**src/rtl/lsu_axi_wr_responder.sv**
```systemverilog
// lsu_axi_wr_responder: AXI4 write slave driving GPIO/LA registers with byte-strobed writes and ID-matched B responses
module lsu_axi_wr_responder #(
  parameter int          ID_W      = 3,
  parameter logic [31:0] BASE_ADDR = 32'h8000_0000
) (
  input  logic            clk,
  input  logic            rst_l,
  input  logic            lsu_axi_awvalid,
  output logic            lsu_axi_awready,
  input  logic [ID_W-1:0] lsu_axi_awid,
  input  logic [31:0]     lsu_axi_awaddr,
  input  logic [7:0]      lsu_axi_awlen,
  input  logic            lsu_axi_wvalid,
  output logic            lsu_axi_wready,
  input  logic [63:0]     lsu_axi_wdata,
  input  logic [7:0]      lsu_axi_wstrb,
  input  logic            lsu_axi_wlast,
  output logic            lsu_axi_bvalid,
  input  logic            lsu_axi_bready,
  output logic [1:0]      lsu_axi_bresp,
  output logic [ID_W-1:0] lsu_axi_bid,
  output logic [27:0]     gpio_out,
  output logic [27:0]     gpio_oe,
  output logic [31:0]     la_word,
  output logic            wr_pulse,
  output logic            proto_err
);
  typedef enum logic [1:0] {IDLE, DATA, RESP} state_e;
  localparam logic [1:0] OKAY = 2'b00, SLVERR = 2'b10, DECERR = 2'b11;
  state_e          state_q, state_d;
  logic [7:0]      cnt_q, cnt_d;
  logic [ID_W-1:0] id_q, id_d;
  logic [1:0]      resp_q, resp_d, sel_q, sel_d;
  logic [27:0]     gpio_q, gpio_d, oe_q, oe_d;
  logic [31:0]     la_q, la_d;
  logic            pulse_q, pulse_d, perr_q, perr_d;
  logic            aw_hs, w_hs, b_hs, last_beat, wr_en;
  logic [63:0]     bmask;
  logic            unused_bits;
  assign unused_bits     = ^{lsu_axi_awaddr[11:5], lsu_axi_awaddr[2:0], lsu_axi_wdata[31:28]};
  assign lsu_axi_awready = state_q == IDLE;
  assign lsu_axi_wready  = state_q == DATA;
  assign lsu_axi_bvalid  = state_q == RESP;
  assign lsu_axi_bresp   = resp_q;
  assign lsu_axi_bid     = id_q;
  assign gpio_out        = gpio_q;
  assign gpio_oe         = oe_q;
  assign la_word         = la_q;
  assign wr_pulse        = pulse_q;
  assign proto_err       = perr_q;
  assign aw_hs     = lsu_axi_awvalid && lsu_axi_awready;
  assign w_hs      = lsu_axi_wvalid && lsu_axi_wready;
  assign b_hs      = lsu_axi_bvalid && lsu_axi_bready;
  assign last_beat = cnt_q == 8'd0;
  // Only single-beat in-window writes touch registers; error classes just drain the burst.
  assign wr_en     = w_hs && resp_q == OKAY;
  always_comb begin
    for (int i = 0; i < 8; i++) bmask[8*i +: 8] = {8{lsu_axi_wstrb[i]}};
    state_d = state_q;
    cnt_d   = cnt_q;
    id_d    = id_q;
    resp_d  = resp_q;
    sel_d   = sel_q;
    perr_d  = perr_q;
    if (aw_hs) begin
      id_d    = lsu_axi_awid;
      cnt_d   = lsu_axi_awlen;
      sel_d   = lsu_axi_awaddr[4:3];
      resp_d  = lsu_axi_awaddr[31:12] != BASE_ADDR[31:12] ? DECERR :
                lsu_axi_awlen != 8'd0 ? SLVERR : OKAY;
      state_d = DATA;
    end
    if (w_hs) begin
      cnt_d = cnt_q - 8'd1;
      if (lsu_axi_wlast != last_beat) perr_d = 1'b1;
      if (last_beat) state_d = RESP;
    end
    if (b_hs) state_d = IDLE;
    gpio_d  = wr_en && sel_q == 2'd0 ? (gpio_q & ~bmask[27:0]) | (lsu_axi_wdata[27:0] & bmask[27:0]) : gpio_q;
    la_d    = wr_en && sel_q == 2'd0 ? (la_q & ~bmask[63:32]) | (lsu_axi_wdata[63:32] & bmask[63:32]) : la_q;
    oe_d    = wr_en && sel_q == 2'd1 ? (oe_q & ~bmask[27:0]) | (lsu_axi_wdata[27:0] & bmask[27:0]) : oe_q;
    pulse_d = wr_en && (sel_q == 2'd0 ? |lsu_axi_wstrb : sel_q == 2'd1 ? |lsu_axi_wstrb[3:0] : 1'b0);
  end
  always_ff @(posedge clk or negedge rst_l) begin
    if (!rst_l) begin
      state_q <= IDLE;
      cnt_q   <= '0;
      id_q    <= '0;
      resp_q  <= OKAY;
      sel_q   <= '0;
      gpio_q  <= '0;
      oe_q    <= '0;
      la_q    <= '0;
      pulse_q <= 1'b0;
      perr_q  <= 1'b0;
    end else begin
      state_q <= state_d;
      cnt_q   <= cnt_d;
      id_q    <= id_d;
      resp_q  <= resp_d;
      sel_q   <= sel_d;
      gpio_q  <= gpio_d;
      oe_q    <= oe_d;
      la_q    <= la_d;
      pulse_q <= pulse_d;
      perr_q  <= perr_d;
    end
  end
endmodule

```
**config.mk**
```make
export PLATFORM = sky130hd
export DESIGN_NAME = lsu_axi_wr_responder
export DESIGN_NICKNAME = d
export VERILOG_FILES = /design/src/rtl/lsu_axi_wr_responder.sv
export SDC_FILE = /design/constraint.sdc
export NUM_CORES = 1
export LEC_CHECK = 0
export CORE_ASPECT_RATIO = 1.1
export CORE_MARGIN = 3
export CORE_UTILIZATION = 35
export DETAILED_ROUTE_END_ITERATION = 8
export PLACE_DENSITY = 0.74
export SETUP_SLACK_MARGIN = 0.05
export SYNTH_ARGS = -nofsm -noshare
export SYNTH_HDL_FRONTEND = slang
export SYNTH_SLANG_ARGS = --single-unit
```
**constraint.sdc**
```tcl
create_clock -name clk -period 1.7 [get_ports clk]
set_clock_uncertainty 0.2 [all_clocks]
set_input_delay 0.17 -clock clk [delete_from_list [all_inputs] [get_ports clk]]
set_output_delay 0.17 -clock clk [all_outputs]
set_load 0.01 [all_outputs]
```
==> results of run 1 <==
area by class of cell:
type	count	area [um2]
inverters	5	18.8
clock inverters	5	38.8
multi-input cells	186	1840
clock buffers	10	239
well taps	154	193
fillers	983	4600
repair buffers	247	2520
flip-flops and latches	107	2680
cells by family after synthesis:
group | after synthesis | synth area share (%)
AOI/OAI and AO/OA | 22 | 3.60
adders and majority gates | 2 | 0.571
buffers and inverters | 13 | 1.37
DFF | 107 | 61.1
muxes | 88 | 22.6
and+or+nand+nor | 74 | 10.7
per-stage QoR:
stage                     utilization, %  cells
final                               62.1    714
after global routing                62.1    714
after CTS                           59.5    698
after detailed placement            56.2    679
after global placement              56.2    679
after floorplan                        -    306
routing by layer:
| layer | routed length (um) | vias to the layer above | global-route usage [%] |
|---|---|---|---|
| met5 | 0 | - | 0 |
| met1 | 4750 | 1715 | 20.4 |
| li1 | - | 1629 | - |
| met3 | 790 | 16 | 4.16 |
| met4 | 182 | 0 | 5.86 |
| met2 | 6300 | 140 | 30.1 |
layout by cell type (no fill, tap or decap), types with 2 or more instances in the layout:
master and instances:
clkdlybuf4s50_1 167, dfrtp_1 105, mux2_2 80, dlymetal6s2s_1 31, buf_4 30, nand2_1 20, clkbuf_16 9, nor2_1 8
mux2_4 8, nand3_4 8, buf_6 6, buf_12 6, or4_1 5, nor4_1 4, o21ai_0 4, o211ai_1 4
nand3_1 4, inv_1 3, a31oi_1 3, nor2b_1 3, nand4_4 3, clkinvlp_4 3, inv_2 2, a21oi_1 2
a311oi_1 2, nand4_1 2, ha_4 2, dfrtp_2 2, dlygate4sd2_1 2, clkbuf_2 2
timing repair:
| item | 4_1_cts | 5_1_grt |
|---|---|---|
| setup buffers | 3 | 15 |
| gates resized for setup | 24 | 58 |
| cloned | 0 | 1 |
| hold buffers | 1 | 0 |
| hold endpoints to repair | 107 | 0 |
| pin swaps | 6 | 18 |
| endpoints found under the setup margin | 96 | 131 |
power groups by stage:
| stage | Sequential (mW) | Combinational (mW) | Clock [mW] |
|---|---|---|---|
| final | 3.20 | 1.96 | 1.93 |
| after detailed placement | 3.21 | 1.75 | 0 |
| after global routing | 3.25 | 2.13 | 2.09 |
| after global placement | 3.19 | 1.71 | 0 |
| after floorplan | 3.28 | 0.616 | 0 |
| after CTS | 3.18 | 1.82 | 1.99 |
synth_stat cells (all sizes together) (3+ instances only):
master  instances
dfrtp         107
nand4           5
o21ai           4
buf             4
clkbuf          4
inv             5
nor3            3
nor2            9
nand2          20
nand3          12
nor4            5
nor2b           3
or4             5
o211ai          4
mux2           88
a31oi           3
final timing paths:
check | startpoint | end | slack, ns | depth (start not counted)
max | sel_q[1]$_DFFE_PN0P_ | flop | -0.06 | 5
min | rst_l | asynchronous set/reset pin | 0.08 | 2
max reg2reg | sel_q[1]$_DFFE_PN0P_ | flop | -0.06 | 5
min reg2reg | lsu_axi_bid[0]$_DFFE_PN0P_ | lsu_axi_bid[0]$_DFFE_PN0P_ | 0.28 | 2
max in group asynchronous | rst_l | lsu_axi_bresp[0]$_DFFE_PN0P_ | 0.69 | 3
min in group clk | lsu_axi_awid[1] | lsu_axi_bid[1]$_DFFE_PN0P_ | 0.17 | 3
==> impl_metrics.yaml, run 1 <==
status:
  status: "complete, but fails checks"
  violations: "setup timing"
power:
  clkPwrFrac_pct: 27.3
  p_per_area_nw_per_um2: 940
  swShare_pct: 27.9
  leakage_nw: 3.88
  power_frac_seq_pct: 45.1
  pwr-share-comb_pct: 27.6
  p_int_mw: 5.11
  vdd_drop_max_mv: 0.458
  switchingPower_mw: 1.98
  finalPower_mw: 7.09
placed_design:
  place_area_um2: 6820
  portBuffers: 204
  pre_cts_ws_ns: -0.360
  detailed_place_hpwl_mm: 9.19
  gp_congestion: 0.803
yosys:
  ys.flop_type: "dfrtp_1"
  yosys-top-cells-area: "dfrtp_1, mux2_2, nand2_1"
  synthCells: 306
  seq_area_frac_synth_pct: 61.1
  ys_warn_count: 0
  syn-num-nets: 429
  synth.distinct_cells: 40
  synth_edf_count: 0
  synth_top_cell_by_area: "dfrtp_1"
  postSynthAreaPerCell_um2: 14.3
  async_flop_share_pct: 100
  synth_top_cell_area_share_pct: 61.1
  netlist_area_um2: 4380
  ys_ff_latch: 107
layout:
  nets: 679
  syn2layout_area_growth_pct: 72.1
  fin_area_um2: 7530
  antennaDiodeCount: 0
  post_route_cells_drive_above_1_share_pct: 31.4
worst_setup_path:
  critical_path.cell_chain: "nor3_2, buf_6, buf_12, nand4_4, mux2_4"
  end_kind: "flop"
  cp_top_family: "flip-flops"
  cpPeakStageDelay_ns: 0.42
  worstPathRequired_ns: 1.72
  slowest_stage: "dfrtp_1"
  critical_path.max_fanout: 8
  startpoint_type: "flop"
  critPathArrivalTime_ns: 1.77
  path_class: "flop to flop"
  crit_buf_inv: 2
routing:
  drc: 0
  wl_per_cell_um: 16.8
  first_pass_iters: 4
  drt-total-wl_mm: 12.0
  viasPerCell: 4.90
  drtAntennaViolNets: 0
  vias: 3500
  drtIter0Drc: 101
cts:
  cts_made_buffers: 9
  clock-root-buffer: "clkbuf_16"
  worstSkewPairLatency_ns: 0.33
  cts_tree: "done"
  clock_sinks: 107
  cts_buffer_depth: 2
  cts.htree.levels: 3
  path_clk_slew_ns: 0.07
die:
  dieWidth_um: 113
  core_um2: 12100
  die_y_um: 123
  io_pins: 219
  die-area_um2: 13900
  rows: 42
  start_util_pct: 36.1
timing:
  tightest_slew_ns: 0.413
  final.period_utilization_pct: 103
  max-slew-margin-rel_pct: 72.3
  finalHoldViolCount: 0
  fin_tns_setup_ns: -2.27
  rsz0062_at_grt: "yes"
  setup_viol: 78
  min_period_ns: 1.76
  fmax_mhz: 570
  finalMaxSlewViolations: 0
  finalWorstSetupSlack_ns: -0.0557
  holdWs_ns: 0.0789
global_routing:
  overflow: 0
  grt_pass1_vias: 3847
  track_usage_pct: 17.0
  grt_pass1_wl_mm: 18.8
  antenna_found_initial: 0
  grt_max_degree: 39
flow_run:
  maxCapViolCount: 0
worst_hold_path:
  hold_path.class: "input port to asynchronous set/reset pin"
(Power assumes the default switching activity.)
==> run 2: changes to the inputs <==
--- a/config.mk
+++ b/config.mk
@@ -9,7 +9,7 @@
 export CORE_MARGIN = 3
 export CORE_UTILIZATION = 35
 export DETAILED_ROUTE_END_ITERATION = 8
-export PLACE_DENSITY = 0.74
+export PLACE_DENSITY = 0.71
 export SETUP_SLACK_MARGIN = 0.05
 export SYNTH_ARGS = -nofsm -noshare
 export SYNTH_HDL_FRONTEND = slang
==> constraint.sdc (replaced) <==
create_clock -name clk -period 1.9 [get_ports clk]
set_clock_uncertainty 0.2 [all_clocks]
set_input_delay 0.19 -clock clk [delete_from_list [all_inputs] [get_ports clk]]
set_output_delay 0.19 -clock clk [all_outputs]
set_load 0.01 [all_outputs]
==> impl_metrics.yaml, run 2 (synthesis gave the netlist of run 1 again) <==
timing:
  finalWorstSetupSlack_ns: 0.0862
  final.period_utilization_pct: 95.5
  finalMaxSlewViolations: 0
  finalHoldViolCount: 0
  fin_tns_setup_ns: 0
  rsz0062_at_grt: "yes"
  max-slew-margin-rel_pct: 71.0
  fmax_mhz: 551
  tightest_slew_ns: 0.431
  setup_viol: 0
  min_period_ns: 1.81
worst_setup_path:
  path_class: "flop to flop"
  startpoint_type: "flop"
  rr_worst_depth: 4
  r2r-start: "lsu_axi_bresp[1]$_DFFE_PN0P_"
  worstPathRequired_ns: 1.92
  critPathArrivalTime_ns: 1.83
  reg2reg_slack_ns: 0.09
  crit_start: "lsu_axi_bresp[1]$_DFFE_PN0P_"
  end_kind: "flop"
  critical_path.max_fanout: 8
routing:
  first_pass_iters: 4
  wl_per_cell_um: 16.7
  viasPerCell: 4.96
  drt-total-wl_mm: 11.6
  drtIter0Drc: 83
  drc: 0
  drtAntennaViolNets: 0
  vias: 3458
cts:
  cts.htree.levels: 3
  cts_tree: "done"
  clock-root-buffer: "clkbuf_16"
  cts_buffer_depth: 2
  worstSkewPairLatency_ns: 0.34
  path_clk_slew_ns: 0.07
  clock_sinks: 107
  cts_made_buffers: 9
die:
  die-area_um2: 13900
  die_y_um: 123
  rows: 42
  io_pins: 219
  dieWidth_um: 113
  start_util_pct: 36.1
  core_um2: 12100
placed_design:
  gp_congestion: 0.778
  portBuffers: 204
  place_area_um2: 6790
  pre_cts_ws_ns: -0.0928
  detailed_place_hpwl_mm: 9.23
layout:
  layout_common_cells: "clkdlybuf4s50_1, dfrtp_1, mux2_2"
  antennaDiodeCount: 0
  post_route_cells_drive_above_1_share_pct: 26.3
  nets: 661
  fin_area_um2: 7090
  syn2layout_area_growth_pct: 62.0
  final_common_cell: "clkdlybuf4s50_1"
  fillCellCount: 1022
power:
  vdd_drop_max_mv: 0.567
  p_per_area_nw_per_um2: 870
  leakage_nw: 3.23
global_routing:
  overflow: 0
  track_usage_pct: 16.6
  grt_max_degree: 34
  antenna_found_initial: 0
  grt_pass1_vias: 3551
  grt_pass1_wl_mm: 18.3
flow_run:
  maxCapViolCount: 0
worst_hold_path:
  hold_path.class: "input port to asynchronous set/reset pin"
status:
  status: "completed"
## run 2: changes by cell type in the layout (fill, tap and decap cells not counted), sizes merged, moves of 2 or more
cell	delta
clkinvlp	-2
inv	+2
clkdlybuf4s50	+33
dlymetal6s2s	-31
clkbuf	-2
buf	-18
## run 2: through the flow
stage / util [%] / instances / power, mW / hold slack, ns
after floorplan: - / 306 / 3.45 / -0.306
after global placement: 56.0 / 679 / 4.38 / -0.0519
after detailed placement: 56.0 / 679 / 4.45 / -0.0444
after CTS: 58.4 / 696 / 6.26 / 0.147
after global routing: 58.4 / 697 / 6.51 / 0.160
final: 58.4 / 697 / 6.17 / 0.134
## run 2: timing repair
action,CTS,global route
hold buffers,1,0
setup buffers,0,1
gates cloned,0,0
hold endpoints to repair,94,0
gates resized for setup,3,1
endpoints found under the setup margin,4,61
pin swaps,0,1
## run 2: cell type report
type                            instances  area [um2]  area share [%]
Clock buffer                           10         239            3.37
Inverter                                5        18.8           0.265
Clock inverter                          6        47.5           0.670
Multi-Input combinational cell        186        1640            23.1
Timing Repair Buffer                  229        2280            32.1
Tap cell                              154         193            2.72
Sequential cell                       107        2680            37.8
## run 2: metal layers
metal,global-route usage (%),vias up,wire length (um)
li1,-,1587,-
met1,20.3,1719,4620
met2,28.4,138,5970
met3,4.75,14,832
met4,5.71,0,212
met5,0,-,0
## run 2: critical path, cell delays in order (launching register included)
cell and delay, ns:
dfrtp_2 0.44, nor4_4 0.26, buf_4 0.23, nand3_2 0.22
mux2_2 0.34
## run 2: report_power, final
group | switching, mW | internal [mW] | total, mW
sequential | 0.217 | 2.59 | 2.81
combinational | 0.633 | 0.950 | 1.58
clock | 0.838 | 0.940 | 1.78
## run 2: worst min path at each step
| stage | from | endpoint | slack [ns] | cells after the start |
|---|---|---|---|---|
| 2_1_floorplan | rst_l | asynchronous set/reset pin | -0.31 | 0 |
| 3_3_place_gp | rst_l | asynchronous set/reset pin | -0.05 | 1 |
| 3_5_place_dp | rst_l | asynchronous set/reset pin | -0.04 | 1 |
| 4_1_cts | rst_l | asynchronous set/reset pin | 0.15 | 2 |
| 5_1_grt | rst_l | asynchronous set/reset pin | 0.16 | 2 |
| 6_report | rst_l | asynchronous set/reset pin | 0.13 | 2 |
